## src/rtl/sram_controller_pkg.sv

```systemverilog
// Shared types and constants for the 32-bit-CPU-to-16-bit-SRAM bridge.
package sram_controller_pkg;

  typedef enum logic [1:0] {
    ST_IDLE,
    ST_LO,
    ST_HI,
    ST_DONE
  } state_t;

  localparam int unsigned DEF_WAIT_CYCLES = 2;
  localparam logic [31:0] DEF_BASE_ADDR   = 32'd1024;

  localparam int SRAM_ADDR_W = 18;
  localparam int SRAM_DATA_W = 16;
  localparam int CNT_W       = 4;

endpackage

```

## src/rtl/sram_wait_counter.sv

```systemverilog
// Counts the cycles of one SRAM halfword access; tc marks the last cycle.
module sram_wait_counter
  import sram_controller_pkg::*;
#(
  parameter int unsigned WAIT_CYCLES = DEF_WAIT_CYCLES
) (
  input  logic clk,
  input  logic rst,
  input  logic clr,
  input  logic en,
  output logic tc
);

  localparam logic [CNT_W-1:0] TC_VAL = CNT_W'(WAIT_CYCLES - 1);

  logic [CNT_W-1:0] cnt;

  assign tc = (cnt == TC_VAL);

  // Wraps to zero on terminal count so HI starts fresh straight after LO.
  always_ff @(posedge clk or negedge rst) begin
    if (!rst) begin
      cnt <= '0;
    end else if (clr) begin
      cnt <= '0;
    end else if (en) begin
      cnt <= tc ? '0 : cnt + 1'b1;
    end
  end

endmodule

```

## src/rtl/sram_controller.sv

```systemverilog
// Splits each 32-bit CPU load/store into two timed 16-bit SRAM accesses and
// freezes the pipeline (ready low) until the pair completes.
module sram_controller
  import sram_controller_pkg::*;
#(
  parameter int unsigned WAIT_CYCLES = DEF_WAIT_CYCLES,
  parameter logic [31:0] BASE_ADDR   = DEF_BASE_ADDR
) (
  input  logic                   clk,
  input  logic                   rst,
  input  logic                   wr_en,
  input  logic                   rd_en,
  input  logic [31:0]            address,
  input  logic [31:0]            write_data,
  output logic [31:0]            read_data,
  output logic                   ready,
  output logic [SRAM_ADDR_W-1:0] sram_addr,
  input  logic [SRAM_DATA_W-1:0] sram_dq_i,
  output logic [SRAM_DATA_W-1:0] sram_dq_o,
  output logic                   sram_dq_oe,
  output logic                   sram_we_n
);

  state_t      state;
  logic        op_wr;
  logic [16:0] word_q;
  logic [31:0] wdata_q;
  logic        req;
  logic        cnt_clr;
  logic        cnt_en;
  logic        cnt_tc;
  logic [31:0] off;
  logic        unused_off_bits;

  assign req             = wr_en | rd_en;
  assign off             = address - BASE_ADDR;
  assign unused_off_bits = ^{off[31:19], off[1:0]};

  assign cnt_clr = (state == ST_IDLE);
  assign cnt_en  = (state == ST_LO) || (state == ST_HI);

  assign ready = ((state == ST_IDLE) && !req) || (state == ST_DONE);

  sram_wait_counter #(
    .WAIT_CYCLES(WAIT_CYCLES)
  ) u_wait (
    .clk(clk),
    .rst(rst),
    .clr(cnt_clr),
    .en (cnt_en),
    .tc (cnt_tc)
  );

  // SRAM pins are registered alongside the state so they change on the same
  // edge as the state they belong to and drop to safe values on reset.
  always_ff @(posedge clk or negedge rst) begin
    if (!rst) begin
      state      <= ST_IDLE;
      op_wr      <= 1'b0;
      word_q     <= '0;
      wdata_q    <= '0;
      read_data  <= '0;
      sram_addr  <= '0;
      sram_dq_o  <= '0;
      sram_dq_oe <= 1'b0;
      sram_we_n  <= 1'b1;
    end else begin
      case (state)
        ST_IDLE: begin
          if (req) begin
            state      <= ST_LO;
            op_wr      <= wr_en;
            word_q     <= off[18:2];
            wdata_q    <= write_data;
            sram_addr  <= {off[18:2], 1'b0};
            sram_dq_o  <= wr_en ? write_data[15:0] : '0;
            sram_dq_oe <= wr_en;
            sram_we_n  <= ~wr_en;
          end
        end
        ST_LO: begin
          if (cnt_tc) begin
            if (!op_wr) begin
              read_data[15:0] <= sram_dq_i;
            end
            state     <= ST_HI;
            sram_addr <= {word_q, 1'b1};
            sram_dq_o <= op_wr ? wdata_q[31:16] : '0;
          end
        end
        ST_HI: begin
          if (cnt_tc) begin
            if (!op_wr) begin
              read_data[31:16] <= sram_dq_i;
            end
            state      <= ST_DONE;
            sram_addr  <= '0;
            sram_dq_o  <= '0;
            sram_dq_oe <= 1'b0;
            sram_we_n  <= 1'b1;
          end
        end
        ST_DONE: begin
          state <= ST_IDLE;
        end
        default: begin
          state <= ST_IDLE;
        end
      endcase
    end
  end

endmodule

```

## config.mk

```make
export PLATFORM = sky130hd
export DESIGN_NAME = sram_controller
export DESIGN_NICKNAME = d
export VERILOG_FILES = /design/src/rtl/sram_controller_pkg.sv /design/src/rtl/sram_wait_counter.sv /design/src/rtl/sram_controller.sv
export SDC_FILE = /design/constraint.sdc
export NUM_CORES = 1
export LEC_CHECK = 0
export BUFFER_PORTS_ARGS = -buffer_cell sky130_fd_sc_hd__buf_2
export CAP_MARGIN = 5
export CORE_UTILIZATION = 30
export DETAILED_ROUTE_END_ITERATION = 6
export GPL_TIMING_DRIVEN = 0
export RECOVER_POWER = 50
export SYNTH_ARGS = -nofsm -noshare
export SYNTH_HDL_FRONTEND = slang
export SYNTH_SLANG_ARGS = --single-unit
export TNS_END_PERCENT = 100
```

## constraint.sdc

```tcl
create_clock -name clk -period 3.5 [get_ports clk]
set_clock_uncertainty 0.05 [all_clocks]
set_input_delay 0 -clock clk [delete_from_list [all_inputs] [get_ports clk]]
set_output_delay 0 -clock clk [all_outputs]
set_load 0.05 [all_outputs]
```

==> results.cfg <==
[clock_network]
clkLatencyLatePin_ns = 0.36
cts_buffers = 9
holdBufCountCts = 64
h-tree-depth = 3
cts.sinks = 108
root_buffer = clkbuf_16
cts_tree = yes
post_cts_resized = 0
cts_setup_buffers = 0
cts.reportedPaths.clkPinSlew_ns = 0.07
cts_buffer_depth = 2

[timing]
grt_setup_unrepaired = false
finalCriticalPeriod_ns = 2.54
maxSlewHeadroom = 0.0757
finalSetupViolCount = 0
worst_pin_slew_ns = 1.39
final_max_slew_viol_count = 0
fin_crit_sh = 0.726
max_freq_ghz = 0.393
finalHoldViolCount = 0
whs_ns = 0.0336
setup_tns_ns = 0

[logic_synthesis]
synth_async_sr_flop_share = 1.00
synth.distinct_cells = 46
synth_top_area_share = 0.577
synth_edf_count = 0
avgSynthCellArea_um2 = 11.9
ys.flop_type = dfrtp_1
ys_seq_area_frac = 0.583
netlist_area_um2 = 4640
synthTopCellsByArea = dfrtp_1, mux2_2, a21oi_1
syn_inst = 391
yosys_warnings = 0
synth_nets = 483
yosysTopAreaCell = dfrtp_1
synth_seq_cells = 108

[global_routing]
grt_pass1_vias = 4027
antenna_found_initial = 0
grt_max_degree = 56
grt-ovfl-total = 0
grt_pass1_wl_mm = 20.2
grt_usage = 0.163

[placed_design]
place.gp.congestion = 0.804
dpl.hpwl_mm = 8.36
dp.cells = 717
io_buffers = 137

[drt]
firstDrtPassIters = 6
drt.antenna.violating_nets = 0
route.met2.wl_mm = 6.27
wire_per_inst_um = 15.6
drc_errors = 0
via_per_inst = 4.85
wl_met3_um = 694
routed_wl_mm = 12.5
wl_met1_mm = 5.32
dr.first_iter.drc_count = 122
highest_layer = met4
dr_total_vias = 3863

[setup_path]
cpMostUsedCell = clkbuf_2
r2r-end = wdata_q[22]
cp_data_required_time_ns = 3.68
path_class = input port to async pin
r2r_setup_slack_ns = 1.02
critPathMaxFanout = 55
reg2reg_from = state[0]
slowest_stage = clkbuf_2
cp.arrival_ns = 2.72
start_kind = input port
reg2reg_depth = 6
slowest_delay_ns = 1.17
critPathCaptureType = async pin
crit_chain = dlygate4sd3_1 -> clkbuf_2 -> clkbuf_2

[min_path]
min-delay-start = address[14]
hold_end = word_q[12]
min_path_type = input port to flop
whs_path_depth = 3

[cells_and_area]
diodes = 0
fill_cells = 1430
drive_above_1_share = 0.266
syn2layout_area_growth_pct = 38.6
layoutNonFillerInstCount = 797
fin_nets = 696

[floorplan]
initial_utilization = 0.306
dieArea_um2 = 16000
die_w_um = 126
num_rows = 45
die_h_um = 126
core_area_um2 = 15100
ios = 153

[run_status]
outcome = finished, final reports clean

[power]
p_leak_nw = 2.81
powerDensity_nw_per_um2 = 1130
max-vdd-ir-drop_mv = 0.592

[flow_run]
drv_cap = 0
## final cells by class
class                   instances  area [um^2]  share of cell area
repair buffers                202         1250               0.194
plain buffers                  22          113              0.0175
flip-flops and latches        108         2700               0.421
well taps                     188          235              0.0366
clock inverters                 3         25.0             0.00389
multi-input cells             252         1790               0.278
clock buffers                  13          280              0.0436
inverters                       9         33.8             0.00526
## layout by cell type (no fill, tap or decap), types with 2 or more instances in the layout
cell | Yosys | layout
a21oi_1 | 42 | 42
a22oi_1 | 17 | 17
a2bb2oi_1 | 2 | 2
a31oi_1 | 3 | 3
buf_2 | 6 | 75
buf_4 | 6 | 6
clkbuf_1 | 9 | 76
clkbuf_16 | 0 | 9
clkbuf_2 | 0 | 2
clkbuf_8 | 0 | 4
dfrtp_1 | 107 | 107
dlygate4sd3_1 | 0 | 64
ha_1 | 8 | 8
inv_1 | 9 | 9
inv_6 | 0 | 2
mux2_2 | 57 | 57
nand2_1 | 19 | 19
nand2_2 | 2 | 2
nand2b_1 | 2 | 2
nand3_1 | 4 | 4
nor2_1 | 40 | 40
nor2b_1 | 8 | 8
nor3b_1 | 2 | 2
o21ai_0 | 16 | 16
o221ai_1 | 2 | 2
xnor2_1 | 4 | 4
xor2_1 | 2 | 2
## report_power, final
| group | internal (W) | total [W] | switching (W) |
|---|---|---|---|
| sequential | 0.00191 | 0.00227 | 0.000356 |
| combinational | 0.00116 | 0.00398 | 0.00282 |
| clock | 0.000566 | 0.00103 | 0.000464 |
| total | 0.00364 | 0.00728 | 0.00364 |
## worst max-delay path by stage
| stage | endpoint | slack (ns) | from |
|---|---|---|---|
| CTS | wdata_q[26] | 0.98 | state[0] |
| global placement | wdata_q[25] | 1.10 | state[0] |
| detailed placement | wdata_q[26] | 0.99 | state[0] |
| global route | sram_dq_o[8] | 0.45 | rst |
| finish | sram_dq_o[8] | 0.96 | rst |
| floorplan | sram_addr[0] | 1.47 | u_wait.cnt[1] |
## sequential cells by signal, summed over array words and instances, names as in the netlist
name and count:
read_data 32, sram_addr 18, word_q 17, sram_dq_o 16
wdata_q 16, u_wait.cnt 4, state 2, op_wr 1
sram_dq_oe 1, sram_we_n 1
## metrics by stage
step           utilization  setup WS [ns]  cell area, um^2  total power, W
5_1_grt              0.424          0.451             6420         0.00778
4_1_cts              0.431          0.976             6530         0.00746
2_1_floorplan            -           1.47             4640         0.00528
6_report             0.424          0.958             6420         0.00728
3_3_place_gp         0.367           1.10             5560         0.00620
3_5_place_dp         0.369          0.988             5590         0.00635
## cells in the mapped netlist, drive strengths merged, types with 2 or more instances
cell	instances
a21oi	42
a22oi	17
a2bb2oi	2
a31oi	3
buf	13
clkbuf	9
dfrtp	107
ha	8
inv	9
mux2	58
nand2	21
nand2b	2
nand3	4
nor2	41
nor2b	8
nor3b	2
o21ai	17
o221ai	2
xnor2	4
xor2	2
## critical path: cells and delay by family
| kind | cells | cell delay (ns) |
|---|---|---|
| buffers and inverters | 3 | 2.66 |
## per-layer routing
metal / track usage / vias to the layer above
met5: 0 / -
met1: 0.191 / 1901
met3: 0.0392 / 17
met2: 0.288 / 147
li1: - / 1798
met4: 0.0624 / 0
## logic make-up (layout without fill, tap and decap cells)
logic type,count (synthesis),in the layout,synth area share
and+or+nand+nor,88,88,0.0882
xor gates and xnor gates,6,6,0.0113
muxes,59,59,0.143
DFF,108,108,0.583
AOI/OAI and AO/OA,91,91,0.121
adders and majority gates,8,8,0.0216
buffers and inverters,31,249,0.0316
Note: power is estimated with default switching activity, not from simulation.
